<file path="config.mk">
export PLATFORM = sky130hd
export DESIGN_NAME = mul_popcnt_arbiter
export DESIGN_NICKNAME = d
export VERILOG_FILES = /design/src/rtl/mul_popcnt_pkg.sv /design/src/rtl/mul_popcnt_core.sv /design/src/rtl/mul_popcnt_arbiter.sv
export SDC_FILE = /design/constraint.sdc
export NUM_CORES = 1
export LEC_CHECK = 0
export CORE_MARGIN = 2
export CORE_UTILIZATION = 47
export CTS_CLUSTER_SIZE = 16
export DETAILED_ROUTE_END_ITERATION = 10
export PLACE_DENSITY = 0.77
export SYNTH_ARGS = -nofsm -noshare
export SYNTH_HDL_FRONTEND = slang
export SYNTH_SLANG_ARGS = --single-unit
</file>
<file path="constraint.sdc">
create_clock -name clk -period 4.8 [get_ports clk]
set_clock_uncertainty 0.2 [all_clocks]
set_input_delay 0.96 -clock clk [delete_from_list [all_inputs] [get_ports clk]]
set_output_delay 0.96 -clock clk [all_outputs]
set_load 0.05 [all_outputs]
</file>
<file path="src/rtl/mul_popcnt_pkg.sv">
// Shared types, widths and helpers for the multiply/popcount arbiter slice.
package mul_popcnt_pkg;

  typedef enum logic [1:0] {IDLE, MULT, COUNT, RESP} state_t;

  localparam int RSP_W_WIDTH = 32;
  localparam int ONES_WIDTH  = 6;

  // Number of set bits in a 32-bit word (0..32).
  function automatic logic [ONES_WIDTH-1:0] popcount32(input logic [RSP_W_WIDTH-1:0] v);
    logic [ONES_WIDTH-1:0] n;
    n = '0;
    for (int i = 0; i < RSP_W_WIDTH; i++) n = n + ONES_WIDTH'(v[i]);
    return n;
  endfunction

endpackage

</file>
<file path="src/rtl/mul_popcnt_core.sv">
// Iterative shift-add multiplier with popcount of the low 32 product bits.
// One multiplier bit per cycle, LSB first, exactly OPW cycles after start.
module mul_popcnt_core
  import mul_popcnt_pkg::*;
#(
  parameter int OPW = 24
) (
  input  logic                  clk,
  input  logic                  reset,
  input  logic                  start,
  input  logic [OPW-1:0]        a1,
  input  logic [OPW-1:0]        a2,
  output logic                  done,
  output logic [2*OPW-1:0]      product,
  output logic [ONES_WIDTH-1:0] ones
);

  logic [2*OPW-1:0] r_mcand;
  logic [OPW-1:0]   r_mplier;
  logic [2*OPW-1:0] r_acc;
  logic [4:0]       r_cnt;
  logic             r_run;
  logic             w_last;

  // done marks the cycle whose edge performs the final accumulate
  assign w_last  = r_run && (r_cnt == 5'(OPW-1));
  assign done    = w_last;
  assign product = r_acc;
  assign ones    = popcount32(r_acc[RSP_W_WIDTH-1:0]);

  // Shift-add: acc += a1<<k when a2[k]; multiplicand shifts left, multiplier right
  always_ff @(posedge clk) begin
    if (reset) begin
      r_mcand  <= '0;
      r_mplier <= '0;
      r_acc    <= '0;
      r_cnt    <= '0;
      r_run    <= 1'b0;
    end else if (start) begin
      r_mcand  <= {{OPW{1'b0}}, a1};
      r_mplier <= a2;
      r_acc    <= '0;
      r_cnt    <= '0;
      r_run    <= 1'b1;
    end else if (r_run) begin
      if (r_mplier[0]) r_acc <= r_acc + r_mcand;
      r_mcand  <= r_mcand << 1;
      r_mplier <= r_mplier >> 1;
      r_cnt    <= r_cnt + 5'd1;
      if (w_last) r_run <= 1'b0;
    end
  end

endmodule

</file>
<file path="src/rtl/mul_popcnt_arbiter.sv">
// Round-robin arbiter in front of one shared multiply/popcount engine.
// Build option: MULARB_FIXED_PRIO_EN selects fixed priority (lowest index wins).
module mul_popcnt_arbiter
  import mul_popcnt_pkg::*;
#(
  parameter int NREQ = 4,
  parameter int OPW  = 24
) (
  input  logic                  clk,
  input  logic                  reset,
  input  logic [NREQ-1:0]       req_valid,
  input  logic [NREQ*OPW-1:0]   req_a1,
  input  logic [NREQ*OPW-1:0]   req_a2,
  output logic [NREQ-1:0]       req_ready,
  output logic                  rsp_valid,
  input  logic                  rsp_ready,
  output logic [2:0]            rsp_id,
  output logic [RSP_W_WIDTH-1:0] rsp_w,
  output logic [ONES_WIDTH-1:0] rsp_ones,
  output logic                  rsp_ovf,
  output logic                  busy,
  output logic [15:0]           op_count
);

  localparam int PW = $clog2(NREQ);

  state_t                r_state, w_next;
  logic [PW-1:0]         w_ptr, w_win, r_id;
  logic [NREQ-1:0]       w_grant;
  logic                  w_any, w_hs, w_done;
  logic [OPW-1:0]        w_a1, w_a2;
  logic [2*OPW-1:0]      w_product;
  logic [ONES_WIDTH-1:0] w_ones;

  logic                  r_rsp_valid;
  logic [2:0]            r_rsp_id;
  logic [RSP_W_WIDTH-1:0] r_rsp_w;
  logic [ONES_WIDTH-1:0] r_rsp_ones;
  logic                  r_rsp_ovf;
  logic [15:0]           r_op_count;

`ifdef MULARB_FIXED_PRIO_EN
  // Fixed priority: search always starts at requester 0
  assign w_ptr = '0;
`else
  logic [PW-1:0] r_rr_ptr;

  // Rotate priority to just past the last winner
  always_ff @(posedge clk) begin
    if (reset)     r_rr_ptr <= '0;
    else if (w_hs) r_rr_ptr <= (w_win == PW'(NREQ-1)) ? '0 : w_win + PW'(1);
  end

  assign w_ptr = r_rr_ptr;
`endif

  // First valid requester at or after w_ptr, wrapping
  always_comb begin
    int idx;
    idx     = 0;
    w_grant = '0;
    w_win   = '0;
    w_any   = 1'b0;
    for (int k = 0; k < NREQ; k++) begin
      idx = int'(w_ptr) + k;
      if (idx >= NREQ) idx = idx - NREQ;
      if (!w_any && req_valid[idx]) begin
        w_grant[idx] = 1'b1;
        w_win        = PW'(idx);
        w_any        = 1'b1;
      end
    end
  end

  assign w_hs = (r_state == IDLE) && w_any;
  assign w_a1 = req_a1[w_win*OPW +: OPW];
  assign w_a2 = req_a2[w_win*OPW +: OPW];

  mul_popcnt_core #(.OPW(OPW)) u_core (
    .clk     (clk),
    .reset   (reset),
    .start   (w_hs),
    .a1      (w_a1),
    .a2      (w_a2),
    .done    (w_done),
    .product (w_product),
    .ones    (w_ones)
  );

  // State register
  always_ff @(posedge clk) begin
    if (reset) r_state <= IDLE;
    else       r_state <= w_next;
  end

  // Next-state logic
  always_comb begin
    w_next = r_state;
    case (r_state)
      IDLE:    if (w_hs)      w_next = MULT;
      MULT:    if (w_done)    w_next = COUNT;
      COUNT:                  w_next = RESP;
      RESP:    if (rsp_ready) w_next = IDLE;
      default:                w_next = IDLE;
    endcase
  end

  // FSM outputs: grants only offered while idle
  always_comb begin
    req_ready = '0;
    busy      = (r_state != IDLE);
    if (r_state == IDLE) req_ready = w_grant;
  end

  // Owner id, response capture and completed-op counter
  always_ff @(posedge clk) begin
    if (reset) begin
      r_id        <= '0;
      r_rsp_valid <= 1'b0;
      r_rsp_id    <= '0;
      r_rsp_w     <= '0;
      r_rsp_ones  <= '0;
      r_rsp_ovf   <= 1'b0;
      r_op_count  <= '0;
    end else begin
      if (w_hs) r_id <= w_win;
      if (r_state == COUNT) begin
        r_rsp_w     <= w_product[RSP_W_WIDTH-1:0];
        r_rsp_ones  <= w_ones;
        r_rsp_ovf   <= |w_product[2*OPW-1:RSP_W_WIDTH];
        r_rsp_id    <= 3'(r_id);
        r_rsp_valid <= 1'b1;
      end
      if (r_state == RESP && rsp_ready) begin
        r_rsp_valid <= 1'b0;
        r_op_count  <= r_op_count + 16'd1;
      end
    end
  end

  assign rsp_valid = r_rsp_valid;
  assign rsp_id    = r_rsp_id;
  assign rsp_w     = r_rsp_w;
  assign rsp_ones  = r_rsp_ones;
  assign rsp_ovf   = r_rsp_ovf;
  assign op_count  = r_op_count;

endmodule

</file>
Word level (Yosys, flattened, before mapping)
Cells that the tools add are included.
Storage, ports and cells
  flip-flop bits (word level): 190
  latch bits: 0
  bits in writable memories: 0
  memory bits (read-only): 0
  memories kept: 0
Cells by class
  add/subtract/negate cells: 42
  $mul: 1
  divide/modulo/power cells: 0
  order comparisons: 12
  eq/ne operators: 8
  shift operators: 2
  muxes and demuxes: 49
  bitwise operators: 3
  reductions and logical operators: 21
Operator list (number)
  variable part select 96 x 8 -> 24 bit: 2
  adder 6 x 1 -> 6 bit: 30
  >= comparator 32 x 1 -> 1 bit, second input constant: 4
  < comparator 32 x 4 -> 1 bit, second input constant: 4
  2-to-1 mux 32 bit: 4
  2-to-1 mux 24 bit: 4
  adder 48 bit: 1
  2-to-1 mux 4 bit: 5
  2-to-1 mux 1 bit: 19
  adder 16 x 1 -> 16 bit, second input constant: 1
  2-to-1 mux 2 bit: 8
  OR reduction 16 bit: 1
  bitwise OR 4 bit: 3
  subtractor 3 x 3 -> 4 bit, second input constant: 3
  logical AND 1 bit: 10
  >= comparator 3 bit, second input constant: 3
  binary-select mux 1 bit (select 2 bit): 4
  demux 1 bit (select 2 bit): 4
  one-hot mux 2 bit (4 select lines): 1
  adder 2 x 2 -> 3 bit, second input constant: 2
  equality test 2 bit, second input constant: 3
  adder 5 x 1 -> 5 bit, second input constant: 1
  equality test 5 bit, second input constant: 1
  multiplier 2 x 2 -> 4 bit, second input constant: 1
  other kinds (14): 19

Logic depth before layout (Yosys ltp)
Gate-level depths: netlist of the first run.
  depth in word-level cells: 31
  depth in mapped cells: 19
  gate-level depth less buffers: 19

Modules after synthesis
Synthesis of the first run repeated with hierarchy kept, for this count alone.
Unflattened totals
  cells, all modules: 1502
  area total of the unflattened synthesis: 12851.1 µm²
Modules (own cells, without submodules)
  mul_popcnt_core: instances 1, cells an instance 1018, area each 8260.4 µm², seq. area each 2522.4 µm²
  mul_popcnt_arbiter: instances 1, cells an instance 484, area each 4590.7 µm², seq. area each 1281.2 µm²

Worst setup path after synthesis of the first run
Ideal clock, no wire load.
  kind: register to register
  from: reg u_core.r_acc[1] (netlist: u_core.product[1])
  to: reg r_rsp_ones[4] (netlist: rsp_ones[4])
  setup time: 0.128 ns
  data arrival time: 4.686 ns
  data required time: 4.472 ns
  path slack: -0.214 ns
  stages on the path, launching flop included: 17
  buffers on the path: 0
  cells stage by stage: dfxtp_1 -> ha_1 -> inv_1 -> fa_1 -> fa_1 -> fa_1 -> fa_1 -> fa_1 -> fa_1 -> fa_1 -> inv_1 -> fa_1 -> a21o_1 -> a21oi_1 -> xnor2_1 -> mux2i_1 -> nor2_1
Between the ends
  cells in the longest elaborated chain, start to end: 31
Ends and longest elaborated chain
  start: declaration: line mul_popcnt_core.sv:20  | logic [2*OPW-1:0] r_acc;
  start signal: assignment: line mul_popcnt_core.sv:46  | if (r_mplier[0]) r_acc <= r_acc + r_mcand;
  adder 1 x 1 -> 2 bit: line mul_popcnt_pkg.sv:13  | for (int i = 0; i < RSP_W_WIDTH; i++) n = n + ONES_WIDTH'(v[i]);
  adder 6 x 1 -> 6 bit (30 in series): line mul_popcnt_pkg.sv:13
  end signal: assignment: line mul_popcnt_arbiter.sv:129  | r_rsp_ones <= w_ones;
  end: declaration: line mul_popcnt_arbiter.sv:38  | logic [ONES_WIDTH-1:0] r_rsp_ones;
No other way between the ends.
A chain may end at the register's enable or synchronous reset.

Final worst setup path of the first run
Ends and elaborated chain as after synthesis.

==> results.toml, run 1 <==
[timing]
setup_ws_ns = -0.265
max_slew_margin_pct = 30.7
fmax_ghz = 0.197
hold_viol = 0
worst_hold_slack_ns = 0.278
fin_tns_setup_ns = -0.816
finalSetupViolCount = 5
rsz0062_at_grt = "yes"
drv_slew = 0
min_period_ns = 5.07
worst_pin_slew_ns = 1.04
finalCritPeriodShare_pct = 106

[clock_tree]
numCtsBuffers = 17
clockRootBuffer = "clkbuf_16"
htreeDepth = 4
cts_max_path_buffers = 2
clock_latency_ns = 0.44
cts_tree = "built"
hold_buffers = 0
cts_num_sinks = 190
clk_pin_slew_ns = 0.08

[run_status]
violations = "negative setup slack"
status = "finished, violations left"

[setup_path]
slowest_delay_ns = 0.55
path_class = "flip-flop to flip-flop"
crit_buf_inv = 2
crit_slowest_cell = "fa_2"
path_cells = "ha_4 > inv_2 > fa_1 > fa_2 > fa_2 > fa_1 > fa_1 > fa_1 > fa_2 > inv_2 > fa_2 > a21o_1 > a21oi_2 > xnor2_1 > mux2i_1 > nor2_1"
crit_path_end_kind = "flip-flop"
cp_data_arrival_time_ns = 5.16
required_ns = 4.89
regToRegSetupSlack_ns = -0.27
rr_endpoint = "rsp_ones[4]$_SDFFE_PP0P_"
path_depth = 16
path_delay_family = "adder cells"
r2r_cells = 16
cp_max_fo = 2
rr_startpoint = "u_core.product[1]$_SDFFE_PP0P_"
worstSetupStartpointType = "flip-flop"

[detailed_routing]
drt_wl_total_um = 35600
vias = 11300
drt-initial-drc-count = 763
drc = 0
wl_per_cell_um = 18.0
wl_met1_um = 14700
wl_met3_um = 1960
wl_met2_um = 17900
drtPass1Iterations = 7
routed_via_density = 5.72
top_layer_used = "met4"
ant_nets = 0

[global_route]
grt_max_degree = 99
grt_pass1_wl_um = 57500
antenna_found_initial = 0
grt_pass1_vias = 11300
overflow = 0
track_usage_pct = 25.5

[synth]
synth_mux_area_share_pct = 17.9
synth_largest_area_cell = "dfxtp_1"
synth-edff-count = 0
syn-instance-count = 1403
synth_top_area_share_pct = 30.6
synth_cell_types = 74
yosysMostFrequentCell = "dfxtp_1"
seq_area_frac_synth_pct = 30.6
synth_common_cells = "190 x dfxtp_1, 168 x nor2_1, 151 x mux2i_1"
synth-adder-area-share_pct = 10.6
synthSimpleGateAreaFrac_pct = 13.8
synth_nets = 1692
yosys_most_used_dff = "dfxtp_1"
synth_compound_area_share_pct = 17.7
synth_area_per_cell_um2 = 8.87
synth_area_leaders = "dfxtp_1 31%, mux2i_1 12%, ha_1 6.5%"
synthArstFlopShare_pct = 0
synth_xor_area_share_pct = 3.80
syn_area_mm2 = 0.0124
ys_warn_count = 0
synth_seq_cells = 190
synth_top_family_by_area = "multiplexers"

[pwr]
finalPower_mw = 6.37
power_density_mw_per_mm2 = 397
leakagePower_nw = 6.45
peakVddDrop_v = 0.000435

[job]
maxCapViolCount = 0

[die]
num_rows = 59
die_y_um = 167
ios = 263
dieArea_mm2 = 0.0278
coreArea_mm2 = 0.0261
die_w_um = 167
initial_core_util_pct = 47.8

[layout]
fin_nets = 1921
regArea_mm2 = 0.00381
fin_util_pct = 61.6
diodes = 0
nFillCells = 2220
drive_above_1_share_pct = 8.82
fin_cells = 1979
final_area_mm2 = 0.0161
synthToLayoutAreaGrowth_pct = 29.1
multi_input_area_mm2 = 0.00800

[placed_design]
hpwl_um = 27400
place_congestion = 0.938
dp.cells = 1946
numPortBuffers = 261
place_ws_ns = -0.292
place_area_mm2 = 0.0154

[worst_hold_path]
hold_end = "u_core.product[34]$_SDFFE_PP0P_"
min_path_cells = 2
hp-class = "flip-flop to flip-flop"
hold_start = "u_core.product[34]$_SDFFE_PP0P_"
cell families (layout without fill, tap and decap cells):
group	count (synthesis)	count (layout)
other	1	1
adder cells (fa/ha/maj)	90	90
multiplexers	183	183
XOR/XNOR	54	54
AND/OR/NAND/NOR	390	390
flip-flops	190	190
AO/OA/AOI/OAI	332	332
buffers and inverters	163	404
layer usage:
layer | GRT usage [%] | vias up
li1 | - | 5479
met3 | 5.51 | 59
met2 | 44.7 | 341
met5 | 0 | -
met1 | 30.9 | 5436
met4 | 8.66 | 0
layout by cell type (no fill, tap or decap), types with 39 or more instances in the layout:
master / count
clkdlybuf4s50_1: 256
a211oi_1: 39
buf_4: 41
a21oi_1: 104
inv_1: 65
nand2_1: 112
dfxtp_1: 187
o21ai_0: 57
ha_1: 62
mux2i_1: 151
nor2_1: 168
cell type report:
| class | count | share of cell area [%] |
|---|---|---|
| Multi-Input combinational cell | 1050 | 49.8 |
| Sequential cell | 190 | 23.7 |
| Timing Repair Buffer | 303 | 18.6 |
| Clock buffer | 18 | 2.73 |
| Tap cell | 335 | 2.61 |
| Inverter | 70 | 1.64 |
| Clock inverter | 13 | 0.919 |
worst max-delay path by stage:
stage,start,endpoint
floorplan,u_core.product[0]$_SDFFE_PP0P_,rsp_ones[4]$_SDFFE_PP0P_
global placement,u_core.product[0]$_SDFFE_PP0P_,rsp_ones[5]$_SDFFE_PP0P_
detailed placement,u_core.product[0]$_SDFFE_PP0P_,rsp_ones[3]$_SDFFE_PP0P_
CTS,u_core.product[0]$_SDFFE_PP0P_,rsp_ones[4]$_SDFFE_PP0P_
global route,u_core.product[1]$_SDFFE_PP0P_,rsp_ones[4]$_SDFFE_PP0P_
finish,u_core.product[1]$_SDFFE_PP0P_,rsp_ones[4]$_SDFFE_PP0P_
sequential cells by signal, summed over array words and instances, names as in the netlist, named ones only:
name,count
u_core.product,48
rsp_ovf,1
u_core.r_mplier,24
u_core.r_run,1
r_state,2
op_count,16
rsp_w,32
rsp_ones,6
u_core.r_cnt,5
rsp_valid,1
rsp_id,2
u_core.r_mcand,48
r_id,2
r_rr_ptr,1
power breakdown:
| group | total [mW] | switching, mW | internal (mW) |
|---|---|---|---|
| clock network | 1.42 | 0.674 | 0.751 |
| registers | 2.01 | 0.220 | 1.79 |
| logic | 2.93 | 1.61 | 1.32 |
| total | 6.37 | 2.50 | 3.87 |
tightest hold or removal path, delay by kind of cell (launching register included):
| kind | cells | cell delay [ns] |
|---|---|---|
| flops | 1 | 0.33 |
| compound gates | 1 | 0.05 |
| simple gates | 1 | 0.06 |
what timing repair did:
item,4_1_cts,5_1_grt
setup buffers,1,1
resized for setup,8,4
setup endpoints to repair,5,5
pin swaps,3,5
(Power assumes the default switching activity.)
==> inputs of run 2 (changes only) <==
--- a/config.mk
+++ b/config.mk
@@ -7,6 +7,7 @@
 export LEC_CHECK = 0
 export CORE_MARGIN = 2
 export CORE_UTILIZATION = 47
+export CTS_CLUSTER_DIAMETER = 50
 export CTS_CLUSTER_SIZE = 16
 export DETAILED_ROUTE_END_ITERATION = 10
 export PLACE_DENSITY = 0.77
==> results of run 2 <==
Final layout, timing and power as in run 1 (identical DEF).
